--- config.mk ---
export PLATFORM = sky130hd
export DESIGN_NAME = dut_arbiter_flat
export DESIGN_NICKNAME = d
export VERILOG_FILES = /design/src/rtl/dut_arb_pkg.sv /design/src/rtl/dut_arbiter_if.sv /design/src/rtl/dut_arb_tag_fifo.sv /design/src/rtl/dut_arbiter.sv /design/src/flat_wrapper.sv
export SDC_FILE = /design/constraint.sdc
export NUM_CORES = 1
export LEC_CHECK = 0
export BUFFER_PORTS_ARGS = -buffer_cell sky130_fd_sc_hd__buf_4
export CAP_MARGIN = 20
export CELL_PAD_IN_SITES_DETAIL_PLACEMENT = 0
export CELL_PAD_IN_SITES_GLOBAL_PLACEMENT = 2
export CORE_AREA = 4 4 97 99
export CTS_BUF_LIST = sky130_fd_sc_hd__clkbuf_4
export DETAILED_ROUTE_END_ITERATION = 10
export DIE_AREA = 0 0 101 103
export PLACE_DENSITY_LB_ADDON = 0.1
export SYNTH_ARGS = -nofsm -noshare
export SYNTH_HDL_FRONTEND = slang
export SYNTH_SLANG_ARGS = --single-unit
--- constraint.sdc ---
create_clock -name clrst_if_clk -period 2.1 [get_ports clrst_if_clk]
set_input_delay 0.315 -clock clrst_if_clk [delete_from_list [all_inputs] [get_ports clrst_if_clk]]
set_output_delay 0.315 -clock clrst_if_clk [all_outputs]
set_load 0.03 [all_outputs]
--- src/rtl/dut_arb_pkg.sv ---
// Shared types and helpers for the dut_arbiter slice: FSM state enum and the
// width function used for tags, pointers and counters.
package dut_arb_pkg;

    typedef enum logic {
        IDLE = 1'b0,
        HOLD = 1'b1
    } arb_state_e;

    // Bit width needed to index n items; never narrower than one bit.
    function automatic int tag_width(input int n);
        return (n > 1) ? $clog2(n) : 1;
    endfunction

endpackage

--- src/rtl/dut_arbiter_if.sv ---
// Clock/reset bundle for the arbiter slice. rst is asynchronous, active-high.
// The master side (bench or clock/reset generator) drives it; blocks use slave.
interface dut_arbiter_if;

    logic clk;
    logic rst;

    modport master (output clk, output rst);
    modport slave  (input  clk, input  rst);

endinterface

--- src/rtl/dut_arb_tag_fifo.sv ---
// In-order tag FIFO recording which requester owns each in-flight request.
// A push and a pop in the same cycle are both honoured, even when full.
module dut_arb_tag_fifo
    import dut_arb_pkg::*;
#(
    parameter int DEPTH = 3,
    parameter int TAG_W = 2
) (
    input  logic             clk_i,
    input  logic             rst_i,
    input  logic             push_i,
    input  logic [TAG_W-1:0] tag_i,
    input  logic             pop_i,
    output logic             full_o,
    output logic             empty_o,
    output logic [TAG_W-1:0] head_o
);

    localparam int PTR_W = tag_width(DEPTH);
    localparam int CNT_W = tag_width(DEPTH + 1);

    logic [TAG_W-1:0] mem_q [DEPTH];
    logic [PTR_W-1:0] wr_ptr_q, wr_ptr_d;
    logic [PTR_W-1:0] rd_ptr_q, rd_ptr_d;
    logic [CNT_W-1:0] cnt_q, cnt_d;
    logic             do_push;
    logic             do_pop;

    assign full_o  = (cnt_q == CNT_W'(DEPTH));
    assign empty_o = (cnt_q == '0);
    assign head_o  = mem_q[rd_ptr_q];

    // A pop frees the head slot in the same cycle, so a full FIFO may still push.
    assign do_pop  = pop_i && !empty_o;
    assign do_push = push_i && (!full_o || do_pop);

    // Next pointers and occupancy, wrapping modulo DEPTH.
    always_comb begin
        wr_ptr_d = wr_ptr_q;
        rd_ptr_d = rd_ptr_q;
        cnt_d    = cnt_q;
        if (do_push) begin
            wr_ptr_d = (wr_ptr_q == PTR_W'(DEPTH - 1)) ? '0 : wr_ptr_q + 1'b1;
        end
        if (do_pop) begin
            rd_ptr_d = (rd_ptr_q == PTR_W'(DEPTH - 1)) ? '0 : rd_ptr_q + 1'b1;
        end
        if (do_push && !do_pop) begin
            cnt_d = cnt_q + 1'b1;
        end else if (!do_push && do_pop) begin
            cnt_d = cnt_q - 1'b1;
        end
    end

    // Pointer and occupancy registers.
    always_ff @(posedge clk_i or posedge rst_i) begin
        if (rst_i) begin
            wr_ptr_q <= '0;
            rd_ptr_q <= '0;
            cnt_q    <= '0;
        end else begin
            wr_ptr_q <= wr_ptr_d;
            rd_ptr_q <= rd_ptr_d;
            cnt_q    <= cnt_d;
        end
    end

    // Tag storage write.
    // NOTE: storage has no reset; occupancy alone decides which entries are meaningful.
    always_ff @(posedge clk_i) begin
        if (do_push) begin
            mem_q[wr_ptr_q] <= tag_i;
        end
    end

endmodule

--- src/rtl/dut_arbiter.sv ---
// Round-robin arbiter sharing one downstream request/response channel among
// NUM_REQ requesters, with in-order response routing through a tag FIFO.
// Optional feature: define DUT_ARB_STATS_EN to add per-requester saturating
// grant counters on output grant_cnt_o.
module dut_arbiter
    import dut_arb_pkg::*;
#(
    parameter int NUM_REQ   = 4,
    parameter int DATA_SIZE = 16,
    parameter int MAX_OUT   = 3
) (
    dut_arbiter_if.slave                     clrst_if,
    input  logic [NUM_REQ-1:0]                up_req_valid_i,
    input  logic [NUM_REQ-1:0][DATA_SIZE-1:0] up_req_data_i,
    output logic [NUM_REQ-1:0]                up_req_ready_o,
    output logic [NUM_REQ-1:0]                up_resp_valid_o,
    output logic [DATA_SIZE-1:0]              up_resp_data_o,
    output logic                              dn_req_valid_o,
    output logic [DATA_SIZE-1:0]              dn_req_data_o,
    input  logic                              dn_req_ready_i,
    input  logic                              dn_resp_valid_i,
    input  logic [DATA_SIZE-1:0]              dn_resp_data_i,
    output logic                              err_o
`ifdef DUT_ARB_STATS_EN
    ,
    output logic [NUM_REQ-1:0][15:0]          grant_cnt_o
`endif
);

    localparam int TAG_W = tag_width(NUM_REQ);

    logic                   clk;
    logic                   rst;
    arb_state_e             state_q, state_d;
    logic [TAG_W-1:0]       ptr_q, ptr_d;
    logic [DATA_SIZE-1:0]   data_q, data_d;
    logic                   err_q, err_d;
    logic [2*NUM_REQ-1:0]   req_dbl;
    logic [NUM_REQ-1:0]     req_rot;
    logic                   win_found;
    int                     win_sum;
    logic [TAG_W-1:0]       win_idx;
    logic                   grant;
    logic                   fifo_full;
    logic                   fifo_empty;
    logic                   fifo_pop;
    logic [TAG_W-1:0]       fifo_head;

    assign clk = clrst_if.clk;
    assign rst = clrst_if.rst;

    // Round-robin search: rotate the request vector by ptr, take the first set bit.
    always_comb begin
        req_dbl   = {up_req_valid_i, up_req_valid_i};
        req_rot   = NUM_REQ'(req_dbl >> ptr_q);
        win_found = 1'b0;
        win_sum   = 0;
        for (int i = 0; i < NUM_REQ; i++) begin
            if (!win_found && req_rot[i]) begin
                win_found = 1'b1;
                win_sum   = int'(ptr_q) + i;
            end
        end
        if (win_sum >= NUM_REQ) begin
            win_sum = win_sum - NUM_REQ;
        end
        win_idx = TAG_W'(win_sum);
    end

    // FSM next state: grant in IDLE when a slot is free, present the request in HOLD.
    // NOTE: every output of this block gets a default first so no latch is inferred.
    always_comb begin
        state_d        = state_q;
        ptr_d          = ptr_q;
        data_d         = data_q;
        grant          = 1'b0;
        dn_req_valid_o = 1'b0;
        case (state_q)
            IDLE: begin
                // rst gate keeps the combinational ready low while reset is held.
                if (!rst && win_found && !fifo_full) begin
                    grant   = 1'b1;
                    ptr_d   = (win_idx == TAG_W'(NUM_REQ - 1)) ? '0 : win_idx + 1'b1;
                    data_d  = up_req_data_i[win_idx];
                    state_d = HOLD;
                end
            end
            HOLD: begin
                dn_req_valid_o = 1'b1;
                if (dn_req_ready_i) begin
                    state_d = IDLE;
                end
            end
            default: state_d = IDLE;
        endcase
    end

    // Single-cycle accept pulse to the winning requester.
    always_comb begin
        up_req_ready_o = '0;
        if (grant) begin
            up_req_ready_o[win_idx] = 1'b1;
        end
    end

    // Combinational response route to the owner of the head tag.
    always_comb begin
        up_resp_valid_o = '0;
        up_resp_data_o  = '0;
        if (fifo_pop) begin
            up_resp_valid_o[fifo_head] = 1'b1;
            up_resp_data_o             = dn_resp_data_i;
        end
    end

    assign fifo_pop      = dn_resp_valid_i && !fifo_empty;
    assign err_d         = err_q || (dn_resp_valid_i && fifo_empty);
    assign dn_req_data_o = data_q;
    assign err_o         = err_q;

    // State, pointer, latched payload and sticky error registers.
    // NOTE: sequential state uses non-blocking assignments so all registers update together.
    always_ff @(posedge clk or posedge rst) begin
        if (rst) begin
            state_q <= IDLE;
            ptr_q   <= '0;
            data_q  <= '0;
            err_q   <= 1'b0;
        end else begin
            state_q <= state_d;
            ptr_q   <= ptr_d;
            data_q  <= data_d;
            err_q   <= err_d;
        end
    end

    dut_arb_tag_fifo #(
        .DEPTH (MAX_OUT),
        .TAG_W (TAG_W)
    ) u_tag_fifo (
        .clk_i   (clk),
        .rst_i   (rst),
        .push_i  (grant),
        .tag_i   (win_idx),
        .pop_i   (fifo_pop),
        .full_o  (fifo_full),
        .empty_o (fifo_empty),
        .head_o  (fifo_head)
    );

`ifdef DUT_ARB_STATS_EN
    logic [NUM_REQ-1:0][15:0] grant_cnt_q;

    // Per-requester saturating accept counters.
    always_ff @(posedge clk or posedge rst) begin
        if (rst) begin
            grant_cnt_q <= '0;
        end else begin
            for (int i = 0; i < NUM_REQ; i++) begin
                if (grant && (win_idx == TAG_W'(i)) && (grant_cnt_q[i] != 16'hFFFF)) begin
                    grant_cnt_q[i] <= grant_cnt_q[i] + 16'd1;
                end
            end
        end
    end

    assign grant_cnt_o = grant_cnt_q;
`endif

endmodule

--- src/flat_wrapper.sv ---
// flat-port wrapper written by rule: the top's interface ports become plain ports
module dut_arbiter_flat import dut_arb_pkg::*;
#(
    parameter int NUM_REQ   = 4,
    parameter int DATA_SIZE = 16,
    parameter int MAX_OUT   = 3
)
  (up_req_valid_i, up_req_data_i, up_req_ready_o, up_resp_valid_o, up_resp_data_o, dn_req_valid_o, dn_req_data_o, dn_req_ready_i, dn_resp_valid_i, dn_resp_data_i, err_o, clrst_if_clk, clrst_if_rst);
  dut_arbiter_if clrst_if_i ();
  input  logic [NUM_REQ-1:0] up_req_valid_i;
  input  logic [NUM_REQ-1:0][DATA_SIZE-1:0] up_req_data_i;
  output logic [NUM_REQ-1:0] up_req_ready_o;
  output logic [NUM_REQ-1:0] up_resp_valid_o;
  output logic [DATA_SIZE-1:0] up_resp_data_o;
  output logic dn_req_valid_o;
  output logic [DATA_SIZE-1:0] dn_req_data_o;
  input  logic dn_req_ready_i;
  input  logic dn_resp_valid_i;
  input  logic [DATA_SIZE-1:0] dn_resp_data_i;
  output logic err_o;
  input wire logic [$bits(clrst_if_i.clk)-1:0] clrst_if_clk;
  input wire logic [$bits(clrst_if_i.rst)-1:0] clrst_if_rst;
  assign clrst_if_i.clk = clrst_if_clk;
  assign clrst_if_i.rst = clrst_if_rst;
  dut_arbiter #(.NUM_REQ(NUM_REQ), .DATA_SIZE(DATA_SIZE), .MAX_OUT(MAX_OUT)) u_core (.clrst_if(clrst_if_i), .up_req_valid_i(up_req_valid_i), .up_req_data_i(up_req_data_i), .up_req_ready_o(up_req_ready_o), .up_resp_valid_o(up_resp_valid_o), .up_resp_data_o(up_resp_data_o), .dn_req_valid_o(dn_req_valid_o), .dn_req_data_o(dn_req_data_o), .dn_req_ready_i(dn_req_ready_i), .dn_resp_valid_i(dn_resp_valid_i), .dn_resp_data_i(dn_resp_data_i), .err_o(err_o));
endmodule
==> results.py <==
metrics = {
    "sta": {
        "setup_viol": 2,
        "tns_ns": -0.00897,
        "worst_hold_slack_ns": 0.163,
        "fin_crit_sh_pct": 100,
        "max_freq_ghz": 0.475,
        "setup_slack_ns": -0.00466,
        "slew_headroom_pct": 66.3,
        "fin_worst_skew_ns": 0.0127,
        "max_slew.worst_pin.slew_ns": 0.503,
        "final_max_slew_viol_count": 0,
        "period_needed_ns": 2.10,
        "rsz0062_at_grt": "true",
        "finalHoldViolCount": 0,
    },
    "critical_path": {
        "crit_chain": "nor2b_4 -> a211o_1 -> a21oi_4 -> inv_2 -> ha_1 -> and2_4 -> buf_6",
        "crit_fanout": 4,
        "crit_arrival_ns": 1.79,
        "startpoint_type": "flip-flop",
        "critical-path-slowest-cell": "dfrtp_1",
        "crit_path_end_kind": "output port",
        "critical_path.top_delay_family": "compound AO/OA/AOI/OAI gates",
        "critical_path_required_ns": 1.78,
        "slowest_delay_ns": 0.42,
        "crit_buf_inv": 2,
        "path_depth": 7,
        "path_class": "reg2out",
        "rr_worst_depth": 8,
    },
    "grt": {
        "grt-ovfl-total": 0,
        "grt_first_pass_wirelength_microns": 9760,
        "grt_pass1_vias": 1971,
        "antenna_found_initial": 0,
        "track_usage_pct": 12.0,
        "grt_max_degree": 23,
    },
    "cells_and_area": {
        "nets": 423,
        "instances_no_fill": 439,
        "fin_area_sq_um": 3390,
        "antenna_cells": 0,
        "final_cell_mix": "138 x buf_4, 33 x mux2i_1, 26 x dfrtp_1, 25 x nand2_1, 17 x and2_1",
        "area_growth_pct": 62.0,
        "final_common_cell": "buf_4",
        "drive_gt1_share_pct": 55.6,
    },
    "placed_design": {
        "dpl.cell_count": 421,
        "dp.final_hpwl_microns": 5000,
        "place_area_sq_um": 3140,
        "portBuffers": 129,
        "globalplace.congestion": 0.663,
    },
    "run": {
        "drv_cap": 0,
    },
    "logic_synthesis": {
        "netlist_area_sq_um": 2090,
        "synth_area_per_cell_sq_um": 11.1,
        "synth_top_flop_cell": "dfrtp_1",
        "synth-edff-count": 6,
        "async_flop_share_pct": 81.3,
        "ys_types": 36,
        "syn-instance-count": 188,
        "synth_nets": 281,
        "ys_seq_elements": 32,
        "seq_area_frac_synth_pct": 39.7,
        "yosysWarnings": 0,
    },
    "hold_path": {
        "min_path_type": "in2reg",
        "min_path_cells": 2,
    },
    "pwr": {
        "power.leakage_nw": 1.65,
        "peakVddDrop_uv": 410,
        "p_per_area_nw_per_um2": 1220,
        "p_total_mw": 4.13,
    },
    "cts": {
        "cts_buffers": 5,
        "cts_buffer_depth": 2,
        "cts_sinks": 32,
        "cts_tree": "done",
        "clock_latency_ns": 0.33,
        "path_clk_slew_ns": 0.09,
        "h-tree-depth": 2,
        "root_buffer": "clkbuf_4",
    },
    "status": {
        "violations": "setup timing",
        "outcome": "finished, violations left",
    },
    "die": {
        "die-area_sq_um": 10400,
        "boundaryPins": 130,
        "rows": 34,
        "coreArea_sq_um": 8550,
        "start_util_pct": 24.5,
        "die_x_microns": 101,
        "die_y_microns": 103,
    },
    "drt": {
        "viasPerCell": 4.39,
        "vias": 1926,
        "drc": 0,
        "antenna_left": 0,
        "wl_per_cell_microns": 14.3,
        "wl_microns": 6290,
        "drt_iter0_drc": 25,
        "first_pass_iters": 4,
    },
}
-- metrics by stage --
| step | util (%) | setup WS [ns] |
|---|---|---|
| after floorplan | - | 0.0738 |
| after global placement | 36.8 | 0.101 |
| after detailed placement | 36.8 | 0.0652 |
| after CTS | 39.0 | -0.0371 |
| after global routing | 39.6 | -0.111 |
| final | 39.6 | -0.00466 |
-- path summary, 6_finish.rpt --
check | from | endpoint | slack (ns)
worst max-delay path | u_core.ptr_q[0]$_DFFE_PP0P_ | up_req_ready_o[0] | -0.005
max in group asynchronous | clrst_if_rst | u_core.u_tag_fifo.cnt_q[1]$_DFFE_PP0P_ | 1.11
worst max register to register | u_core.ptr_q[0]$_DFFE_PP0P_ | u_core.dn_req_data_o[1]$_DFFE_PP0P_ | 0.13
worst min-delay path | dn_req_ready_i | u_core.state_q$_DFF_PP0_ | 0.16
min in group asynchronous | clrst_if_rst | u_core.dn_req_data_o[10]$_DFFE_PP0P_ | 0.44
worst min register to register | u_core.err_o$_DFF_PP0_ | u_core.err_o$_DFF_PP0_ | 0.47
-- what timing repair did --
item                       4_1_cts  5_1_grt
pin swaps                        3        1
buffers inserted                 8        1
setup endpoints to repair        8        6
gates resized for setup         13        7
hold buffers                     1        0
hold endpoints to repair         4        0
-- per-layer routing --
layer	vias up	routed length, microns	GRT usage [%]
li1	962	-	-
met1	872	2510	14.3
met2	87	3000	20.3
met3	5	709	4.33
met4	0	72	3.37
met5	-	0	0
-- sequential cells by signal, indices dropped and copies added (netlist names) --
name,count
u_core.u_tag_fifo.cnt_q,2
u_core.u_tag_fifo.wr_ptr_q,2
u_core.ptr_q,2
u_core.dn_req_data_o,16
u_core.err_o,1
u_core.u_tag_fifo.rd_ptr_q,2
u_core.state_q,1
u_core.u_tag_fifo.mem_q,6
-- synth_stat cells (2+ instances only) --
cell | number | area (sq um)
inv_1 | 6 | 22.5
buf_6 | 3 | 33.8
xor2_1 | 2 | 17.5
edfxtp_1 | 6 | 180
nand2_1 | 25 | 93.8
nor3b_1 | 2 | 15.0
dfrtp_1 | 26 | 651
o221ai_1 | 5 | 43.8
o21ai_0 | 3 | 15.0
o221ai_2 | 12 | 180
nor3_1 | 5 | 25.0
nor2_1 | 5 | 18.8
a21o_1 | 3 | 22.5
and2_1 | 20 | 125
buf_12 | 2 | 40.0
o21a_1 | 2 | 15.0
ha_1 | 5 | 62.6
inv_2 | 2 | 7.51
mux2i_1 | 34 | 340
clkbuf_1 | 4 | 15.0
-- final cells by class --
cell class	instances	area [sq um]
clock buffer	5	37.5
clock inverter	3	42.5
fill	873	5160
inverter	9	50.0
multi-input combinational	137	1180
sequential	32	831
tap	108	135
timing repair buffer	145	1110
-- kinds of logic after synthesis --
logic type	synth area share (%)
AOI/OAI and AO/OA	17.1
xor gates and xnor gates	1.26
adders and majority gates	2.99
buffers and inverters	6.58
DFF	39.7
muxes	16.8
and+or+nand+nor	15.5
-- where the power goes --
part / total [mW] / switching (mW) / internal (mW) / leakage (nW)
Sequential: 1.09 / 0.186 / 0.901 / 0.373
Combinational: 2.57 / 1.41 / 1.15 / 1.24
Clock: 0.471 / 0.223 / 0.248 / 0.0412
Total: 4.13 / 1.82 / 2.30 / 1.65
(Power assumes the default switching activity.)
